$ cat src/rtl/decoded_instr_buffer.sv
// decoded_instr_buffer: elastic FIFO between the decoder reduction-OR stage and
// issue/dispatch. It holds merged decoded_instr_t words under valid/ready
// handshakes on both sides and supports a synchronous pipeline flush.
// Optional feature macro: DECODED_INSTR_BUFFER_BYPASS_EN. When it is defined,
// an empty buffer forwards instr_i to instr_o in the same cycle.

package decoded_instr_buffer_pkg;
  typedef struct packed {
    logic [6:0] opcode;
    logic [4:0] rd;
    logic [4:0] rs1;
    logic [4:0] rs2;
    logic [9:0] imm;
  } decoded_instr_t;
endpackage

module decoded_instr_buffer
  import decoded_instr_buffer_pkg::*;
#(
  parameter int unsigned DEPTH = 4,
  parameter int unsigned CNT_W = $clog2(DEPTH) + 1
) (
  input  logic             clk_i,
  input  logic             arst_i,
  input  logic             flush_i,
  input  decoded_instr_t   instr_i,
  input  logic             instr_valid_i,
  output logic             instr_ready_o,
  output decoded_instr_t   instr_o,
  output logic             instr_valid_o,
  input  logic             instr_ready_i,
  output logic [CNT_W-1:0] count_o
);

  localparam int unsigned      PTR_W    = $clog2(DEPTH);
  localparam logic [CNT_W-1:0] FULL_CNT = CNT_W'(DEPTH);

  decoded_instr_t   mem_q [DEPTH];
  logic [PTR_W-1:0] wr_ptr_q;
  logic [PTR_W-1:0] rd_ptr_q;
  logic [CNT_W-1:0] count_q;

  logic empty;
  logic full;
  logic push;
  logic push_mem;
  logic pop_mem;

  assign empty         = (count_q == '0);
  assign full          = (count_q == FULL_CNT);
  assign count_o       = count_q;
  // Ready depends only on stored occupancy, so a pop while full cannot admit a push.
  assign instr_ready_o = !full;
  assign push          = instr_valid_i & instr_ready_o;

`ifdef DECODED_INSTR_BUFFER_BYPASS_EN
  logic bypass_hit;

  // An empty buffer presents the incoming word directly; if it is taken in the
  // same cycle it never enters storage.
  assign bypass_hit    = empty & instr_valid_i;
  assign instr_valid_o = !empty | (bypass_hit & !flush_i);
  assign instr_o       = empty ? instr_i : mem_q[rd_ptr_q];
  assign pop_mem       = !empty & instr_ready_i;
  assign push_mem      = push & !(bypass_hit & instr_ready_i);
`else
  assign instr_valid_o = !empty;
  assign instr_o       = mem_q[rd_ptr_q];
  assign pop_mem       = instr_valid_o & instr_ready_i;
  assign push_mem      = push;
`endif

  // Pointer and occupancy tracking; flush discards everything including a same-cycle push.
  always_ff @(posedge clk_i or posedge arst_i) begin
    if (arst_i) begin
      wr_ptr_q <= '0;
      rd_ptr_q <= '0;
      count_q  <= '0;
    end else if (flush_i) begin
      wr_ptr_q <= '0;
      rd_ptr_q <= '0;
      count_q  <= '0;
    end else begin
      if (push_mem) wr_ptr_q <= wr_ptr_q + PTR_W'(1);
      if (pop_mem)  rd_ptr_q <= rd_ptr_q + PTR_W'(1);
      case ({push_mem, pop_mem})
        2'b10:   count_q <= count_q + CNT_W'(1);
        2'b01:   count_q <= count_q - CNT_W'(1);
        default: count_q <= count_q;
      endcase
    end
  end

  // Storage write; the array carries no reset.
  always_ff @(posedge clk_i) begin
    if (push_mem && !flush_i) mem_q[wr_ptr_q] <= instr_i;
  end

  a_count_bound: assert property (@(posedge clk_i) disable iff (arst_i)
    count_q <= FULL_CNT);
  a_no_push_full: assert property (@(posedge clk_i) disable iff (arst_i)
    !(push_mem && full));
  a_no_pop_empty: assert property (@(posedge clk_i) disable iff (arst_i)
    !(pop_mem && empty));
  a_producer_hold: assert property (@(posedge clk_i) disable iff (arst_i)
    (instr_valid_i && !instr_ready_o && !flush_i) |=> $stable(instr_i));

endmodule

$ cat config.mk
export PLATFORM = sky130hd
export DESIGN_NAME = decoded_instr_buffer
export DESIGN_NICKNAME = d
export VERILOG_FILES = /design/src/rtl/decoded_instr_buffer.sv
export SDC_FILE = /design/constraint.sdc
export NUM_CORES = 1
export LEC_CHECK = 0
export BUFFER_PORTS_ARGS = -buffer_cell sky130_fd_sc_hd__buf_2
export CELL_PAD_IN_SITES_DETAIL_PLACEMENT = 0
export CELL_PAD_IN_SITES_GLOBAL_PLACEMENT = 1
export CORE_MARGIN = 10
export CORE_UTILIZATION = 53
export DETAILED_ROUTE_END_ITERATION = 8
export MAX_ROUTING_LAYER = met4
export PLACE_DENSITY_LB_ADDON = 0.1
export REMOVE_ABC_BUFFERS = 1
export SYNTH_ARGS = -nofsm -noshare
export SYNTH_HDL_FRONTEND = slang
export SYNTH_SLANG_ARGS = --single-unit
$ cat constraint.sdc
create_clock -name clk_i -period 3.5 [get_ports clk_i]
set_clock_uncertainty 0.05 [all_clocks]
set_input_delay 0.175 -clock clk_i [delete_from_list [all_inputs] [get_ports clk_i]]
set_output_delay 0.175 -clock clk_i [all_outputs]
set_load 0.01 [all_outputs]
==> impl_results.md, run 1 <==
- Final slew viol count: 0
- Syn Inst Count: 232
- R2R cell count: 4
- Fin nets: 392
- Worst hold path type: input pin to flip-flop
- Final Hold Viols: 0
- Clock power share: 43.5%
- Clock Latency Late Sink: 0.50 ns
- Number of max-cap violations: 0
- Commonest non-fill, non-tap cell in the layout: edfxtp_1
- LEAKAGE: 2.31 nW
- Status: finished, final reports clean
- Sw frac: 21.7%
- Vias in the first global route: 2841
- DR vias: 2541
- Synthesized cell area: 5150 sq um
- Filler cell count: 610
- Core Box Area: 9370 sq um
- Clk root buf: clkbuf_8
- Mux share of post-synthesis cell area: 14.2%
- XOR/XNOR Fraction of Synth Area: 0.680%
- Critical path launch point: rd_ptr_q[0]$_DFFE_PP0P_
- Max IR drop VDD: 0.311 mV
- PwrDens: 641 nW/um^2
- Number of buffers inserted by port buffering: 73
- Setup Fix Bufs, Post-CTS: 0
- Compound-cell area share of the yosys netlist: 1.04%
- Gr ovfl total: 0
- Routed vias/inst: 5.19
- CP arrival: 2.27 ns
- Share of the synthesized area in the top cell type: 74.6%
- DR WL/cell: 19.1 microns
- Minimum clock period: 2.49 ns
- DR pass1 iterations: 4
- Post-CTS Resized: 0
- Max H-tree Level: 4
- Synth area leader: edfxtp_1
- Area Overhead vs Synth: 28.2%
- TritonCTS Sinks: 135
- Syn. warnings: 0
- CP Capture Type: primary output
- # setup viols final: 0
- Unrepaired setup endpoints after global routing: false
- Post-Synth Simple-Gate Area: 3.20%
- Worst slew margin: 42.3%
- Chip width: 119 microns
- Internal power: 3.32 mW
- Hold path depth: 3
- Sequential power share: 44.8%
- Worst setup path class: flip-flop to primary output
- Worst-Margin Slew: 0.865 ns
- Cells after DPL: 425
- Worst hold start: instr_ready_i
- Synth Area in Adders: 1.36%
- CTS tree: built
- Total wire length: 9350 microns
- Seq/Total Area, Yosys: 78.0%
- Syn Area/Cell: 22.2 sq um
- Share of layout cells above drive strength 1: 40.4%
- First-pass GRT wire length: 15300 microns
- Detail Placement HPWL: 5430 microns
- Antenna cell count: 0
- F_max: 0.401 GHz
- Clk buf depth: 2
- Die area: 14100 sq um
- Remaining antenna violation count: 0
- Unique masters post-synth: 30
- Critical path peak fanout: 15
- Largest net degree at the start of global routing: 34
- Synthesized flop and latch total: 135
- Most frequent cells in the layout: edfxtp_1 (128), buf_2 (73), dlygate4sd3_1 (35)
- Startpoint class of the critical path: flip-flop
- 1st-iter DRT viols: 111
- Final hold slack: 0.0277 ns
- Starting density of the core: 55.0%
- IO Count: 74
- Final period util: 71.3%
- Reg2reg start: count_o[0]$_DFFE_PP0P_
- DRC Markers: 0
- Main combinational cell family by area after synthesis: multiplexers
- Initial antenna violation count: 0
- Total CTS buffers: 17
- Worst Path Required: 3.27 ns
- Post-route insts no fill: 490
- Logic pwr share: 11.7%
- Net Sw Power: 0.918 mW
- Leading post-synthesis cells by cell area: edfxtp_1 (75%), mux4_2 (14%), dfrtp_1 (3.4%)
- Total track usage: 14.3%
- Row cnt: 35
- Routability cong.: 0.767
- Die Y: 119 microns
- Reg clk slew, reported paths: 0.06 ns
- Setup Total Neg Slack: 0 ns
state kept, by name (all words and copies together) (netlist names):
register  flops
rd_ptr_q      2
mem_q       128
count_o       3
wr_ptr_q      2
final cells by class:
| type | count | area [sq um] | share of cell area (%) |
|---|---|---|---|
| Sequential cell | 135 | 4020 | 60.9 |
| Tap cell | 129 | 161 | 2.44 |
| Clock buffer | 17 | 414 | 6.27 |
| Clock inverter | 13 | 206 | 3.12 |
| Inverter | 3 | 11.3 | 0.170 |
| Multi-Input combinational cell | 83 | 1060 | 16.1 |
| Timing Repair Buffer | 110 | 731 | 11.1 |
power groups by stage:
| stage | sequential, mW | combinational (mW) | clock, mW |
|---|---|---|---|
| after global placement | 1.93 | 0.474 | 0 |
| after detailed placement | 1.93 | 0.477 | 0 |
| final | 1.90 | 0.495 | 1.84 |
| after floorplan | 1.94 | 0.269 | 0 |
| after CTS | 1.90 | 0.509 | 1.87 |
| after global routing | 1.91 | 0.548 | 1.95 |
Yosys cell counts, drive strengths merged:
cell type	count
edfxtp	128
mux4	32
buf	9
nor2	9
dfrtp	7
nand2	6
and2	4
ha	4
nand3	4
a21oi	3
inv	3
o21ai	3
clkbuf	2
nor3	2
or3	2
or3b	2
xnor2	2
xor2	2
a31oi	1
a41oi	1
fa	1
mux2	1
nand2b	1
nand4b	1
o221ai	1
or2	1
stage by stage:
stage / util, % / power, mW / area (sq um) / setup slack, ns
global placement: 60.1 / 2.40 / 5640 / 1.38
detailed placement: 60.1 / 2.41 / 5640 / 1.33
finish: 70.5 / 4.24 / 6610 / 1.01
global route: 70.5 / 4.41 / 6610 / 0.850
floorplan: - / 2.21 / 5090 / 1.17
CTS: 70.5 / 4.28 / 6610 / 0.937
critical path, stage by stage (launching register included):
cell	delay, ns
dfrtp_2	0.66
buf_4	0.38
mux4_2	0.55
buf_2	0.16
metal layers:
layer,up-vias,share of wire [%],track usage (%)
li1,1188,-,-
met1,1289,44,17.2
met2,58,51,22.7
met3,6,4.2,4.33
met4,0,0.56,4.66
met5,-,0,-
final timing paths:
path / to / slack (ns)
max: instr_o[24] / 1.01
max reg2reg: mem_q[3][18]$_DFFE_PP_ / 1.34
min in group asynchronous: wr_ptr_q[1]$_DFFE_PP0P_ / 0.11
min reg2reg: wr_ptr_q[1]$_DFFE_PP0P_ / 0.53
min: count_o[2]$_DFFE_PP0P_ / 0.03
max in group asynchronous: rd_ptr_q[1]$_DFFE_PP0P_ / 3.04
timing repair:
item                                    in CTS  in global routing
endpoints found under the setup margin       0                  0
endpoints found under the hold margin      142                  0
hold buffers                                35                  0
cell families (layout without fill, tap and decap cells):
group                      after synthesis  in the layout
muxes                                   33             33
DFF                                    135            135
AOI/OAI and AO/OA                        9              9
buffers and inverters                   14            143
adders and majority gates                5              5
and+or+nand+nor                         32             32
xor gates and xnor gates                 4              4
Power figures use the tool's default switching activity.
==> run 2: changes to the inputs <==
- CORE_UTILIZATION: 53 -> 44
- clock period: 3.5 -> 2.1 ns (I/O delays scaled with it)
==> impl_results.md, run 2 (synthesis gave the netlist of run 1 again) <==
- Number of flip-flops in the largest register: 128 (unchanged)
- Chip width: 128 microns (+8.1%)
- DR WL/cell: 18.6 microns (-2.6%)
- Final hold slack: 0.0633 ns (+0.0356 ns)
- Worst setup path class: flip-flop to flip-flop
- R2R Setup Slk: 0.11 ns (-1.23 ns)
- Row cnt: 39 (+11%)
- Die area: 16400 sq um (+17%)
- Cells after DPL: 450 (+5.9%)
- Antenna cell count: 0 (unchanged)
- Startpoint class of the critical path: flip-flop
- Core Box Area: 11500 sq um (+22%)
- Clock Latency Late Sink: 0.41 ns (-0.09 ns)
- Worst Path Required: 2.33 ns (-0.94 ns)
- Final period util: 94.7%
- Gr ovfl total: 0 (unchanged)
- Reg clk slew, reported paths: 0.06 ns (about the same)
- DR vias: 2622 (+3.2%)
- 1st-iter DRT viols: 164 (+48%)
- R2R cell count: 6 (+2)
- Most frequent cells in the layout: edfxtp_1 (128), buf_2 (73), dlygate4sd3_1 (35)
- Setup Total Neg Slack: 0 ns (unchanged)
- IO Count: 74 (unchanged)
- Pre-CTS setup slack: 0.0863 ns (-1.24 ns)
- F_max: 0.503 GHz
- Worst-Margin Slew: 0.305 ns (-0.561 ns)
- Final slew viol count: 0 (unchanged)
- Routability cong.: 0.723 (-5.8%)
- Worst hold path type: input pin to flip-flop
- Number of max-cap violations: 0 (unchanged)
- Detail Placement HPWL: 6140 microns (+13%)
- Post-route insts no fill: 517 (+5.5%)
- Final Hold Viols: 0 (unchanged)
- DR pass1 iterations: 4 (unchanged)
- Status: finished, final reports clean
- Die Y: 128 microns (+8.1%)
- LEAKAGE: 2.39 nW (+3.6%)
- Power Total: 7.19 mW (+70%)
- First-pass GRT wire length: 15700 microns (+3.0%)
- Commonest non-fill, non-tap cell in the layout: edfxtp_1
- CP Capture Type: flip-flop
- Total CTS buffers: 17 (unchanged)
- Critical path peak fanout: 7 (-8)
- Share of layout cells above drive strength 1: 43.9% (+3.4 points)
- Total wire length: 9610 microns (+2.8%)
- Critical path launch point: count_o[0]$_DFFE_PP0P_
- PwrDens: 1050 nW/um^2 (+64%)
- TritonCTS Sinks: 135 (unchanged)
- CP arrival: 2.22 ns (-0.05 ns)
- Number of buffers inserted by port buffering: 73 (unchanged)
- Clk root buf: clkbuf_16
- Initial antenna violation count: 0 (unchanged)
- Total track usage: 12.9% (-1.4 points)
- Minimum clock period: 1.99 ns
- Largest net degree at the start of global routing: 29 (-15%)
- Max H-tree Level: 4 (unchanged)
- Max IR drop VDD: 0.520 mV (+67%)
- Vias in the first global route: 2946 (+3.7%)
- CTS tree: built
- Reg-to-Reg End: count_o[1]$_DFFE_PP0P_
- Fin nets: 403 (+2.8%)
- Starting density of the core: 45.0% (-10 points)
- Clk buf depth: 2 (unchanged)
- Worst slew margin: 79.7% (+37 points)
- Reg2reg start: count_o[0]$_DFFE_PP0P_
- Routed vias/inst: 5.07 (-2.2%)
- Register bank with the most flops: mem_q
- # setup viols final: 0 (unchanged)
- Setup Fix Bufs, Post-CTS: 0 (unchanged)
- Worst setup path endpoint: count_o[1]$_DFFE_PP0P_
- Area Overhead vs Synth: 32.4%
- DRC Markers: 0 (unchanged)
- Worst Slack Setup Final: 0.112 ns (-0.894 ns)
- Remaining antenna violation count: 0 (unchanged)
[run 2: what timing repair did]
item	in CTS	in global routing
hold buffers	35	0
setup endpoints to repair	0	2
hold endpoints to repair	142	0
resized for setup	0	5
[run 2: power breakdown]
| part | switching, mW | total, mW | internal (mW) |
|---|---|---|---|
| registers | 0.0463 | 3.12 | 3.07 |
| logic | 0.454 | 0.939 | 0.484 |
| clock network | 1.03 | 3.14 | 2.11 |
[run 2: metal layers]
| metal | vias to the layer above | share of wire [%] | wire, microns | global-route usage (%) |
|---|---|---|---|---|
| met5 | - | 0 | 0 | - |
| li1 | 1215 | - | - | - |
| met4 | 0 | 0.91 | 87 | 4.77 |
| met3 | 10 | 4.6 | 439 | 3.89 |
| met2 | 63 | 51 | 4910 | 20.5 |
| met1 | 1334 | 43 | 4170 | 15.3 |
[run 2: worst max-delay path, cell delays in order (launching register included)]
cell     delay (ns)
dfrtp_1        0.42
buf_4          0.18
or2_2          0.30
a21oi_1        0.20
fa_2           0.47
a41oi_1        0.17
nor3_1         0.07
[run 2: how the worst min path moves through the flow]
stage                       start  slack [ns]  cells past startpoint                      to
CTS                 instr_ready_i        0.04                      3  count_o[2]$_DFFE_PP0P_
finish              instr_ready_i        0.06                      3  count_o[2]$_DFFE_PP0P_
floorplan                  arst_i       -0.14                      1  count_o[0]$_DFFE_PP0P_
global placement           arst_i        0.02                      2  count_o[2]$_DFFE_PP0P_
global route        instr_ready_i        0.08                      3  count_o[2]$_DFFE_PP0P_
detailed placement         arst_i        0.02                      2  count_o[2]$_DFFE_PP0P_
[run 2: per-stage QoR]
| stage | util (%) | instance area (sq um) |
|---|---|---|
| floorplan | - | 5090 |
| global placement | 50.7 | 5810 |
| detailed placement | 50.7 | 5810 |
| CTS | 59.4 | 6810 |
| global route | 59.5 | 6820 |
| finish | 59.5 | 6820 |
[run 2: layout make-up]
class	count	area, sq um
clock buffer	21	480
clock inverter	11	170
fill	891	4640
inverter	3	11.3
multi-input combinational	83	1070
sequential	135	4020
tap	143	179
timing repair buffer	121	888
==> run 3: changes to the inputs <==
- ABC_CLOCK_PERIOD_IN_PS: not set -> 2100
- CELL_PAD_IN_SITES_DETAIL_PLACEMENT: 0 -> 2
- CELL_PAD_IN_SITES_GLOBAL_PLACEMENT: 1 -> 2
- CORE_UTILIZATION: 44 -> 39
==> impl_results.md, run 3 (synthesis gave the netlist of run 1 again) <==
- Routed vias/inst: 4.91 (-3.3%)
- M3 GR Usage: 4.45% (+0.56 points)
- Final period util: 97.5% (+2.8 points)
- PwrDens: 973 nW/um^2 (-7.7%)
- CP Capture Type: flip-flop
- Die Y: 135 microns (+5.2%)
- Number of flip-flops in the largest register: 128 (unchanged)
- Status: finished, final reports clean
- Antenna cell count: 0 (unchanged)
- WHS Endpoint: wr_ptr_q[1]$_DFFE_PP0P_
- Worst hold path type: input pin to flip-flop
- Worst-Margin Slew: 0.344 ns (+0.0394 ns)
- Crit path cell chain: buf_4, or3b_1, nand2_2, nor2_1, and2_2, buf_12
- IO Count: 74 (unchanged)
- Worst path bufs/invs: 2 (+1)
- Worst Slack Setup Final: 0.0522 ns (-0.0596 ns)
- Remaining antenna violation count: 0 (unchanged)
- Commonest non-fill, non-tap cell in the layout: edfxtp_1
- Minimum clock period: 2.05 ns (+0.0596 ns)
- Clock power share: 37.1% (-6.5 points)
- Met1 usage in global routing: 14.8% (-0.48 points)
- Total wire length: 11900 microns (+24%)
- Met2 Use GR: 24.7% (+4.3 points)
- Filler cell count: 1103 (+24%)
- DR WL/cell: 21.7 microns (+17%)
- CP arrival: 2.16 ns (-0.06 ns)
- Die area: 18200 sq um (+11%)
- CP top delay family: simple AND/OR/NAND/NOR gates
- Core Box Area: 12800 sq um (+11%)
- DR pass1 iterations: 3 (-1)
- Reg-to-Reg End: mem_q[2][12]$_DFFE_PP_
- Total track usage: 14.2% (+1.3 points)
- Chip width: 135 microns (+5.2%)
- 1st-iter DRT viols: 120 (-27%)
- R2R Setup Slk: 0.05 ns (-0.06 ns)
- Pre-CTS setup slack: -0.0288 ns (-0.115 ns)
- Fin nets: 407 (+0.99%)
- Clock Latency Late Sink: 0.41 ns (about the same)
- Crit path max-delay cell type: dfrtp_2
- TritonCTS Sinks: 135 (unchanged)
- # setup viols final: 0 (unchanged)
- R2R cell count: 6 (unchanged)
- Final slew viol count: 0 (unchanged)
- Share of layout cells above drive strength 1: 41.1% (-2.7 points)
- Sw frac: 23.1% (+1.9 points)
- Clk buf depth: 2 (unchanged)
- Placed instance area: 5850 sq um (+0.71%)
- Routability cong.: 0.754 (+4.3%)
- Max H-tree Level: 4 (unchanged)
- Reg clk slew, reported paths: 0.05 ns (about the same)
- Max IR drop VDD: 0.589 mV (+13%)
- First-pass GRT wire length: 19000 microns (+21%)
- Critical path peak fanout: 20 (+13)
- Most frequent cells in the layout: edfxtp_1 (128), buf_2 (73), dlygate4sd3_1 (34)
- Finished Cell Area: 6730 sq um (-1.4%)
- Register area: 4020 sq um (unchanged)
- DR vias: 2693 (+2.7%)
- LEAKAGE: 2.34 nW (-2.3%)
- Sequential power share: 47.8% (+4.5 points)
- Area Overhead vs Synth: 30.6%
- Logic pwr share: 15.1% (+2.0 points)
- Worst Path Required: 2.21 ns (-0.12 ns)
- Clk root buf: clkbuf_16
- Internal power: 5.04 mW (-11%)
- Starting density of the core: 40.4% (-4.6 points)
- F_max: 0.488 GHz (-2.9%)
- Vias in the first global route: 3289 (+12%)
- Register bank with the most flops: mem_q
- Detail Placement HPWL: 7960 microns (+30%)
- Row cnt: 41 (+5.1%)
- DRC Markers: 0 (unchanged)
- CTS tree: built
- Grt peak-use layer: met2
- Number of max-cap violations: 0 (unchanged)
- Worst setup path class: flip-flop to flip-flop
- Largest net degree at the start of global routing: 24 (-17%)
- Total CTS buffers: 17 (unchanged)
- Multi-input gate area: 1070 sq um (+0.12%)
- Reg2reg start: count_o[0]$_DFFE_PP0P_
- Hold path depth: 3 (unchanged)
- Final core utilization: 52.7% (-6.8 points)
- Worst hold start: instr_valid_i
- Net Sw Power: 1.51 mW (-1.0%)
- Worst slew margin: 77.1% (-2.6 points)
- Unrepaired setup endpoints after global routing: true
- Gr ovfl total: 0 (unchanged)
- Final Hold Viols: 0 (unchanged)
- Startpoint class of the critical path: flip-flop
- Number of buffers inserted by port buffering: 73 (unchanged)
- Critical path launch point: count_o[0]$_DFFE_PP0P_
- Max incr delay on CP: 0.46 ns (about the same)
- Initial antenna violation count: 0 (unchanged)
run 3: cell count changes in the layout (fill, tap and decap cells not counted), moves of 3 or more:
cell	previous run	this run
bufinv_16	4	0
clkinvlp_4	3	0
clkbuf_8	4	0
clkinv_1	0	9
buf_4	7	11
clkbuf_1	0	4
run 3: final cells by class:
cell class	instances	share of cell area, %
Clock buffer	21	6.54
Clock inverter	10	0.576
Inverter	3	0.167
Multi-Input combinational cell	83	15.9
Sequential cell	135	59.8
Tap cell	172	3.20
Timing Repair Buffer	125	13.8
run 3: worst reg2reg max path, cell delays in order (launching register included):
cell and delay (ns):
dfrtp_2 0.46, buf_4 0.16, or3b_1 0.41, nand2_2 0.13, nor2_1 0.08, and2_2 0.30
buf_12 0.20
run 3: power groups by stage:
| stage | Combinational (mW) | Sequential (mW) | Clock, mW |
|---|---|---|---|
| floorplan | 0.448 | 3.23 | 0 |
| global placement | 0.908 | 3.17 | 0 |
| detailed placement | 0.925 | 3.19 | 0 |
| CTS | 0.979 | 3.14 | 2.49 |
| global route | 1.09 | 3.14 | 2.62 |
| finish | 0.989 | 3.13 | 2.43 |
run 3: per-layer routing:
| metal | vias up | part of all wire [%] | wire length [microns] |
|---|---|---|---|
| met2 | 50 | 56 | 6700 |
| met1 | 1412 | 39 | 4610 |
| met5 | - | 0 | 0 |
| met3 | 12 | 3.8 | 457 |
| li1 | 1219 | - | - |
| met4 | 0 | 1.3 | 156 |
run 3: how the worst max path moves through the flow:
stage,endpoint,slack (ns),cells past startpoint
after floorplan,instr_o[0],-0.16,1
after global placement,count_o[2]$_DFFE_PP0P_,0.10,7
after detailed placement,count_o[2]$_DFFE_PP0P_,-0.03,7
after CTS,count_o[2]$_DFFE_PP0P_,0.006,7
after global routing,count_o[1]$_DFFE_PP0P_,-0.04,6
final,mem_q[2][12]$_DFFE_PP_,0.05,6
run 3: what timing repair did:
action                                  in CTS  in global routing
gates resized for setup                      1                  4
endpoints found under the hold margin      142                  0
gates cloned                                 0                  0
setup buffers                                0                  6
hold buffers                                34                  0
endpoints found under the setup margin       2                  2
run 3: per-stage QoR:
stage	TNS [ns]	hold slack [ns]	cells	total power, mW
CTS	0	0.000592	543	6.61
global placement	0	0.0296	478	4.08
finish	0	0.0269	549	6.55
detailed placement	-0.0452	0.0131	478	4.11
global route	-0.546	0.0308	549	6.85
floorplan	-22.85	-0.142	221	3.68
